File: config.mk
export PLATFORM = sky130hd
export DESIGN_NAME = pc_sequencer
export DESIGN_NICKNAME = d
export VERILOG_FILES = /design/src/rtl/pc_sequencer.sv
export SDC_FILE = /design/constraint.sdc
export NUM_CORES = 1
export LEC_CHECK = 0
export BUFFER_PORTS_ARGS = -buffer_cell sky130_fd_sc_hd__buf_2
export CAP_MARGIN = 20
export CORE_MARGIN = 5
export CORE_UTILIZATION = 44
export CTS_CLUSTER_DIAMETER = 100
export DETAILED_ROUTE_END_ITERATION = 6
export SYNTH_ARGS = -nofsm -noshare
export SYNTH_HDL_FRONTEND = slang
export SYNTH_SLANG_ARGS = --single-unit
File: constraint.sdc
create_clock -name clock -period 17.1 [get_ports clock]
set_input_delay 1.71 -clock clock [delete_from_list [all_inputs] [get_ports clock]]
set_output_delay 1.71 -clock clock [all_outputs]
set_load 0.005 [all_outputs]
File: src/rtl/pc_sequencer.sv
// pc_sequencer: fetch-stage program counter with sequential advance, absolute
// jump, PC-relative branch, and call/return through an internal return-address
// stack (RAS) with sticky overflow/underflow flags.
//
// Ports:
//   clock           rising-edge clock
//   reset_n         asynchronous active-low reset
//   halt            freezes pc, RAS, count and flags (clear_flags ignored too)
//   clear_flags     synchronous clear of the sticky flags (a same-edge set wins)
//   pc_op[2:0]      0 SEQ, 1 JUMP, 2 BRANCH, 3 CALL, 4 RET, 5-7 treated as SEQ
//   target          absolute destination for JUMP and CALL
//   offset          two's-complement displacement for BRANCH
//   pc              registered fetch address
//   stack_count     number of valid RAS entries (0..STACK_DEPTH)
//   stack_overflow  sticky: CALL issued with the RAS full
//   stack_underflow sticky: RET issued with the RAS empty
module pc_sequencer #(
  parameter int unsigned            ADDR_WIDTH   = 32,
  parameter logic [ADDR_WIDTH-1:0]  RESET_VECTOR = '0,
  parameter int unsigned            INCREMENT    = 1,
  parameter int unsigned            STACK_DEPTH  = 8
) (
  input  logic                            clock,
  input  logic                            reset_n,
  input  logic                            halt,
  input  logic                            clear_flags,
  input  logic [2:0]                      pc_op,
  input  logic [ADDR_WIDTH-1:0]           target,
  input  logic [ADDR_WIDTH-1:0]           offset,
  output logic [ADDR_WIDTH-1:0]           pc,
  output logic [$clog2(STACK_DEPTH):0]    stack_count,
  output logic                            stack_overflow,
  output logic                            stack_underflow
);

  localparam int unsigned PTR_W = $clog2(STACK_DEPTH);
  localparam int unsigned CNT_W = PTR_W + 1;

  localparam logic [2:0] OP_JUMP   = 3'd1;
  localparam logic [2:0] OP_BRANCH = 3'd2;
  localparam logic [2:0] OP_CALL   = 3'd3;
  localparam logic [2:0] OP_RET    = 3'd4;

  // Storage is not reset; only stack_count says which entries are valid.
  logic [ADDR_WIDTH-1:0] ras [STACK_DEPTH];

  logic [ADDR_WIDTH-1:0] seq, pc_next;
  logic [CNT_W-1:0]      cnt_m1;
  logic [PTR_W-1:0]      top_idx, push_idx;
  logic                  full, empty, is_call, is_ret, push, pop;

  always_comb begin
    seq      = pc + ADDR_WIDTH'(INCREMENT);
    full     = (stack_count == CNT_W'(STACK_DEPTH));
    empty    = (stack_count == '0);
    cnt_m1   = stack_count - 1'b1;
    top_idx  = cnt_m1[PTR_W-1:0];
    push_idx = stack_count[PTR_W-1:0];
    is_call  = !halt && (pc_op == OP_CALL);
    is_ret   = !halt && (pc_op == OP_RET);
    push     = is_call && !full;
    pop      = is_ret && !empty;

    pc_next = seq;
    case (pc_op)
      OP_JUMP:   pc_next = target;
      OP_BRANCH: pc_next = pc + offset;
      OP_CALL:   pc_next = target;
      // RET on an empty stack falls through to seq
      OP_RET:    pc_next = empty ? seq : ras[top_idx];
      default:   pc_next = seq;
    endcase
  end

  always_ff @(posedge clock or negedge reset_n) begin
    if (!reset_n) begin
      pc              <= RESET_VECTOR;
      stack_count     <= '0;
      stack_overflow  <= 1'b0;
      stack_underflow <= 1'b0;
    end else if (!halt) begin
      pc <= pc_next;
      if (push)     stack_count <= stack_count + 1'b1;
      else if (pop) stack_count <= cnt_m1;
      // clear first, then OR in a new event so a same-edge set wins
      stack_overflow  <= (stack_overflow  && !clear_flags) || (is_call && full);
      stack_underflow <= (stack_underflow && !clear_flags) || (is_ret && empty);
    end
  end

  always_ff @(posedge clock) begin
    if (push) ras[push_idx] <= seq;
  end

endmodule

==> summary.md, run 1 <==
The flow ran to the end, and the final reports show no timing, DRC or antenna violations. The number of different library cells in the post-synthesis netlist is 65, and the sequential cell area in the final layout is 8640 sq um. Setup repair after global routing left no endpoint under its margin. The tools report the final hold violation count as 0.

The signal on the critical path passes through buf_2 > buf_4 > inv_1 > and3_1 > and2_1 > nand2_1 > nor2_4 > buf_4. During I/O placement, the number of pins put on the boundary was 109. The total of warnings raised by yosys was 0; the number of levels in the clock H-tree was 1. Summed over all cells, the static leakage comes to 5.74 nW. For the count of hold buffers inserted by post-cts repair, the log shows 0. The largest family of logic cells by synthesized area was multiplexers. Summing all multi-input logic gate instances after layout gives 5160 sq um. Row generation in the floorplan step produced 65 rows. Timing would allow up to 0.232 GHz.

TritonCTS built the clock tree. The final RePlAce weighted congestion is 0.852, and the synthesized instance count is 968. The class of the most critical setup path is in2reg. The number of register bits inferred by synthesis was 294; the total of cells resized after clock tree synthesis was 0. Once detailed placement completed, the half-perimeter wirelength came to 24400 microns.

The switching part of the total was 0.344. The die is 189 microns wide. The first global-routing pass estimated 57200 microns of wire. The run gives 1448 as the placed instance count. The worst hold path belongs to the class reg2reg. The worst-case vdd ir drop was 93.7 uV; the per-cell via count in the routed design was 5.98. The critical path startpoint was halt.

When the netlist entered floorplanning its net count stood at 1074. The number of enable-type register cells in the synthesized netlist was 256. The share of the clock period used by the worst path was 0.252; the global-route usage over all layers was 0.209. After detailed routing, the number of remaining DRC violations is 0.

Relative contribution of sequential cells to total power: 0.372. Die span in y: 189 microns. After synthesis the cells add up to 14000 sq um. The fraction of synthesized cell area in xor and xnor cells came out at 0.0393.

The largest fanout on the critical path came out at 62. The detail route stage leaves a number of antenna-violating nets equal to 0. Setup slack on the worst reg-to-reg path comes out at 13.45 ns.

The most numerous cell type found on the critical path is buf_4. The normalized max-slew margin is 0.298, and the total power draw is 2.63 mW. The area fraction in and, or, nand and nor cells after synthesis was 0.0548. The longest clock path from root to sink contains 3 buffers.

After clock tree synthesis, the clock-pin slew on the worst setup and hold paths is 0.06 ns. The share of the synthesized area in the top cell type works out to 0.547. The adder-cell area share of the yosys netlist was 0.0317; the residual overflow from global routing was 0.

The starting utilization of the core area is 0.445. The logs give 0.369 for the logic gate share of total power and 294 for the number of sinks on the clock net. After synthesis, the cell types taking the most area are edfxtp_1 55%, mux4_2 10%, dfrtp_1 6.8%, a21oi_1 3.3%, ha_1 3.0%.

For the worst endpoint required time, the log shows 17.32 ns. The setup clock skew after layout was 0.0183 ns. After the last flow step, the layout net total stands at 1184.

Following the worst setup path forward leads to its endpoint at ras[3][10]. The internal portion of the total power is 1.73 mW. The number of buffer and inverter stages on the critical path is 4. For the antenna diode count, the log shows 0. In this run the critical register-to-register path is launched from stack_count[0]. Kind of capture point of the worst setup path: a flip-flop.

The most used flip-flop cell after synthesis is edfxtp_1. The worst setup path is launched from an input port. The later pin in the worst-skew pair is clocked with a latency of 0.55 ns.

Before antenna repair, the detailed router went through 5 iterations. Die area: 35600 sq um. Quantity of I/O buffers inserted on ports: 108.

The share of cells above drive strength 1 is 0.241. The critical path depth was 8; the transition time of the tightest slew-check pin was 1.05 ns. The biggest area contributor in the post-synthesis netlist is edfxtp_1. The run gives 63 as the largest net degree at the start of global routing. The dominant delay contributor by cell family on the critical path was buffers and inverters.

A synthesized cell averages 14.5 sq um. For this design the total switching power over the nets is 0.903 mW. In this run, the number of DRC markers left after iteration 0 of detailed routing was 845. In this run the clock root is driven by a clkbuf_16. The tool flagged a number of max-cap violations equal to 0.

TritonCTS created 30 clock buffers. The data arrival time of the critical path is 4.54 ns. The vias after detailed routing was 8989.

Number of fillers in the final layout: 2685. The endpoint identified for the worst register-to-register timing path is pc[15]. The fraction of synthesized area in multiplexers works out to 0.128.

The setup violation total in the final timing report came out at 0. The sequential cell area fraction in the yosys report is 0.615. The number of pins exceeding their max-slew limit in the final report is 0, and the placeable core area is 31600 sq um. The async set-reset flop share out of synthesis was 0.129; the count of cells along the worst register-to-register path was 9. The largest individual stage delay along the critical path comes from the cell nor2_4.

The commonest cells after synthesis are 256 x edfxtp_1, 94 x a21oi_1, 64 x mux4_2. The logs give 0 ns for the setup TNS and 1504 for the final cell count without fillers. The minimum period implied by the final worst setup slack came out at 4.32 ns. After detailed routing, the average wire length per cell comes to 25.0 microns.

Once the clock tree was built, the setup fixing pass inserted 0 buffers. The number of antenna violations at the first check in global routing is 0. The via count of the first global-routing pass was 9195. Power spread over the standard cell area amounts to 163 nW/um^2.

Along the worst hold path, the cell count comes to 2. The final layout contains routed wiring with a total length of 37500 microns. Compared with the post-synthesis result, the final layout area differs by 14.9%. The delay contributed by the slowest stage of the critical path works out to 0.64 ns. The most frequently used cell type in the post-synthesis netlist was edfxtp_1. The compound-cell area share of the yosys netlist came out at 0.108. The clock share of power was 0.259.
[placed cells by master (no fill, tap or decap), drive strengths merged, types with 4 or more instances in the layout]
master / netlist / final
o21bai: 4 / 4
xor2: 15 / 15
clkbuf: 35 / 41
xnor2: 48 / 48
a221oi: 15 / 15
nor3: 10 / 10
mux4: 64 / 64
o22ai: 7 / 7
nand2: 48 / 48
and3: 4 / 4
a21o: 17 / 17
dfrtp: 38 / 38
buf: 13 / 126
nand3: 18 / 18
bufinv: 0 / 4
nor2: 32 / 32
o211ai: 6 / 6
clkinv: 0 / 7
o21ai: 52 / 52
clkinvlp: 0 / 4
and2: 4 / 4
ha: 34 / 34
edfxtp: 256 / 256
nand2b: 4 / 4
nand4: 5 / 5
a21oi: 94 / 94
a31oi: 7 / 7
nor2b: 7 / 7
o21a: 6 / 6
and4: 4 / 4
mux2i: 34 / 34
inv: 36 / 36
nor4: 8 / 8
[area by class of cell]
cell class,count,area share
Sequential cell,294,0.535
Clock buffer,41,0.0522
Clock inverter,15,0.0116
Timing Repair Buffer,126,0.0419
Tap cell,402,0.0312
Multi-Input combinational cell,590,0.319
Inverter,36,0.00837
[power groups by stage]
| stage | combinational [mW] | clock [mW] | sequential (mW) |
|---|---|---|---|
| after CTS | 0.980 | 0.689 | 0.979 |
| after detailed placement | 0.976 | 0 | 0.994 |
| after floorplan | 0.728 | 0 | 0.945 |
| final | 0.970 | 0.681 | 0.978 |
| after global routing | 1.06 | 0.723 | 0.987 |
| after global placement | 0.968 | 0 | 0.992 |
[registers in the layout (all words and copies together) (netlist names)]
name and flops:
stack_overflow 1, stack_count 4, ras 256, pc 32, stack_underflow 1
[worst min path at each step]
stage                               start               to
after floorplan           stack_underflow  stack_underflow
after global placement    stack_underflow  stack_underflow
after detailed placement  stack_underflow  stack_underflow
after CTS                 stack_underflow  stack_underflow
after global routing       stack_overflow   stack_overflow
final                     stack_underflow  stack_underflow
[metrics by stage]
| step | util | worst slack, ns | instance area [sq um] | hold slack, ns |
|---|---|---|---|---|
| 6_report | 0.512 | 12.78 | 16100 | 0.503 |
| 2_1_floorplan | - | 11.23 | 14000 | 0.470 |
| 5_1_grt | 0.512 | 12.67 | 16100 | 0.533 |
| 3_3_place_gp | 0.479 | 12.35 | 15100 | 0.484 |
| 4_1_cts | 0.512 | 12.80 | 16100 | 0.495 |
| 3_5_place_dp | 0.479 | 12.23 | 15100 | 0.478 |
[per-layer routing]
metal | track usage | vias to the layer above | share of wire
met5 | 0 | - | 0
met3 | 0.0291 | 65 | 0.057
met2 | 0.335 | 317 | 0.47
met4 | 0.0482 | 0 | 0.024
met1 | 0.307 | 4581 | 0.44
li1 | - | 4026 | -
[kinds of logic after synthesis]
group / Yosys count
and+or+nand+nor: 155
adders and majority gates: 35
DFF: 294
muxes: 99
xor gates and xnor gates: 63
AOI/OAI and AO/OA: 238
buffers and inverters: 84
[tightest hold or removal path: stages (launching register included)]
cell and delay, ns:
dfrtp_1 0.35, nand2_1 0.05, o31ai_1 0.06
Note: power is estimated with default switching activity, not from simulation.
==> run 2, diff against run 1 <==
==> constraint.sdc (replaced) <==
create_clock -name clock -period 3.83 [get_ports clock]
set_input_delay 0.383 -clock clock [delete_from_list [all_inputs] [get_ports clock]]
set_output_delay 0.383 -clock clock [all_outputs]
set_load 0.005 [all_outputs]
==> run 2 against run 1 <==
  * Clock power increased to 4.4 times the previous value
  * Count of clock-buffer cells in the layout decreased by 1
  * Wire length decreased by 0.16%
  * Clock skew decreased by 0.0069 ns
  * Sequential power increased to 4.4 times the previous value
  * Non-clock buffer count increased by 15
  * Total power increased to 4.5 times the previous value
  * Critical path depth increased by 4
==> summary.md, run 2 (same netlist as run 1, synthesis figures left out) <==
For the number of nets in the layout, the log shows 1200 (was 1184). The per-cell via count in the routed design is 5.85 (was 5.98), and the number of pins exceeding their max-slew limit in the final report is 0 (unchanged). Largest register by flop count: ras (unchanged). The post-CTS setup buffer count was 0 (unchanged). The data arrival time of the critical path came out at 3.56 ns (was 4.54 ns). The quantity of I/O buffers inserted on ports was 108 (unchanged). The switching part of the total was 0.344 (about the same); the count of hold buffers inserted by post-cts repair was 1 (was 0). Registers with the highest flip-flop counts: ras x256, pc x32, stack_count x4 (unchanged).

The normalized max-slew margin was 0.287 (was 0.298). The via count of the first global-routing pass was 9056 (was 9195). The tools report the buffer type at the clock tree root as clkbuf_16 (unchanged).

Worst endpoint required time: 4.29 ns (was 17.32 ns). The flow ran to the end, and the final reports show no timing, DRC or antenna violations. The global-route usage over all layers was 0.210 (was 0.209); the power density over the cells was 725 nW/um^2 (was 163 nW/um^2). The area after detailed placement was 15300 sq um (was 15100 sq um). The logs give 1462 (was 1448) for the placed instance count and 31 (was 30) for the number of CTS-inserted buffers. The run gives 294 (unchanged) as the number of sinks on the clock net. The class of the tightest hold or removal check was in2reg (was reg2reg). The logic gate share of total power is 0.384 (was 0.369). Crit-path cells: ha_1 > inv_1 > fa_1 > and2b_1 > o2111ai_1 > a2111oi_2 > nor2_2 > a31oi_4 > a311oi_2 > o31ai_2 > xnor2_1 > o311ai_2 (was buf_2 > buf_4 > inv_1 > and3_1 > and2_1 > nand2_1 > nor2_4 > buf_4).

The share of cells above drive strength 1 is 0.250 (was 0.241). Setup repair after global routing left no endpoint under its margin. The final routed wirelength across all metal layers is 37500 microns (about the same). The delay contributed by the slowest stage of the critical path was 0.44 ns (was 0.64 ns).

The global-route wire length before repair is 57200 microns (about the same). The logs give 801 (was 845) for the number of violations reported at the end of detailed-routing iteration 0 and 16300 sq um (was 16100 sq um) for the cell area after layout. The logs give 0 (unchanged) for the final hold violation count and 0 (unchanged) for the number of max-cap violations. The run gives 4.07 mW (was 0.903 mW) as the switching power summed over all nets. The logs give 0.445 (unchanged) for the starting utilization of the core area and 7.76 mW (was 1.73 mW) for the total internal power. The floorplan die width came out at 189 microns (unchanged).

The kind of capture point of the worst setup path was a flip-flop (unchanged). The logs give 0.361 (was 0.372) for the relative contribution of sequential cells to total power and 1 (unchanged) for the number of levels in the clock H-tree. For the final RePlAce weighted congestion, the log shows 0.876 (was 0.852).

The number of DRC violations after detailed routing is 0 (unchanged). The logs give 0 (unchanged) for the setup violation total in the final timing report and 0 (unchanged) for the residual overflow from global routing. The clock share of power was 0.255 (was 0.259); the timing-limited maximum frequency was 0.322 GHz. The wire length per cell after detailed routing came out at 24.7 microns (was 25.0 microns).

The die span in y was 189 microns (unchanged). The placeable core area is 31600 sq um (unchanged). The logs give 35600 sq um (unchanged) for the die area and 8899 (was 8989) for the vias after detailed routing. The clock transition at the register clock pins on the worst setup and hold paths after CTS is 0.06 ns (about the same). For the setup clock skew after layout, the log shows 0.0114 ns (was 0.0183 ns). For the HPWL reported at the end of detailed placement, the log shows 24900 microns (was 24400 microns). For the setup TNS, the log shows 0 ns (unchanged). The worst-case vdd ir drop is 470 uV (was 93.7 uV). TritonCTS built the clock tree. The run gives 1520 (was 1504) as the final cell count without fillers. The leakage power came out at 5.83 nW (was 5.74 nW). The transition time of the tightest slew-check pin came out at 1.06 ns (was 1.05 ns). The class of the most critical setup path is reg2reg (was in2reg). Commonest cells after routing, fill and taps aside: 256 x edfxtp_1, 108 x buf_2, 94 x a21oi_1 (unchanged). Number of buffers on the longest clock path: 3 (unchanged). The antenna diode count is 0 (unchanged), and the number of rows created at floorplan is 65 (unchanged). For the remaining number of nets flagged by the antenna check after routing, the log shows 0 (unchanged). The kind of start point of the critical path was a flip-flop (was an input port). Minimum period implied by the final worst setup slack: 3.10 ns. The largest fanout on the critical path is 6 (was 62). The total of cells resized after clock tree synthesis is 0 (unchanged), and the share of the clock period used by the worst path is 0.810.

Latest clock arrival within the worst-skew pair: 0.56 ns (was 0.55 ns). Most frequent standard cell in the layout excluding fill and tap cells: edfxtp_1 (unchanged). Count of boundary I/O pins: 109 (unchanged).

The number of fillers in the final layout was 2730 (was 2685); the number of antenna violations at the first check in global routing was 0 (unchanged). Flip-flop count of the largest register, all copies and words added: 256 (unchanged). The area overhead of the layout relative to synthesis is 16.2% (was 14.9%), and the largest net degree at the start of global routing is 42 (was 63). The slowest stage cell on the critical path is dfrtp_1 (was nor2_4). For the detailed-routing iteration count for the pre-antenna-repair pass, the log shows 5 (unchanged).
[run 2: per-layer routing]
| metal | track usage | wire length, microns |
|---|---|---|
| met5 | 0 | 0 |
| met4 | 0.0454 | 674 |
| met2 | 0.333 | 17800 |
| met1 | 0.313 | 17000 |
| met3 | 0.0296 | 2090 |
[run 2: worst paths after layout]
check	startpoint	to	slack (ns)	depth (start not counted)
setup / recovery	pc[0]	pc[30]	0.73	12
hold / removal	clear_flags	stack_underflow	0.13	4
setup reg to reg	pc[0]	pc[30]	0.73	12
hold reg to reg	stack_underflow	stack_underflow	0.49	2
max in group asynchronous	reset_n	pc[13]	2.90	3
min in group asynchronous	reset_n	stack_count[0]	0.15	2
[run 2: area by class of cell]
type / instances / area, sq um / area share
Timing Repair Buffer: 141 / 841 / 0.0515
Clock buffer: 40 / 850 / 0.0521
Sequential cell: 294 / 8640 / 0.530
Tap cell: 402 / 503 / 0.0308
Multi-Input combinational cell: 590 / 5170 / 0.317
Clock inverter: 17 / 176 / 0.0108
Inverter: 36 / 135 / 0.00828
[run 2: critical path: cells and delay by family (launching register included)]
family | cells | cell delay (ns)
AOI/OAI and AO/OA | 6 | 1.44
xor gates and xnor gates | 1 | 0.10
adders and majority gates | 2 | 0.59
buffers and inverters | 1 | 0.06
DFF | 1 | 0.44
and+or+nand+nor | 2 | 0.38
[run 2: metrics by stage]
| step | utilization | hold WS [ns] | setup slack (ns) | total power, mW |
|---|---|---|---|---|
| after CTS | 0.517 | 0.121 | 0.736 | 11.9 |
| final | 0.517 | 0.132 | 0.726 | 11.8 |
| after detailed placement | 0.484 | 0.192 | 0.747 | 8.89 |
| after global routing | 0.517 | 0.155 | 0.461 | 12.5 |
| after floorplan | - | 0.0874 | -0.885 | 7.48 |
| after global placement | 0.484 | 0.192 | 0.762 | 8.87 |
[run 2: power by group through the flow]
stage / Clock [mW] / Combinational [mW] / Sequential (mW)
after global placement: 0 / 4.53 / 4.33
final: 3.02 / 4.54 / 4.28
after CTS: 3.07 / 4.57 / 4.27
after floorplan: 0 / 3.26 / 4.22
after detailed placement: 0 / 4.55 / 4.34
after global routing: 3.21 / 4.95 / 4.30
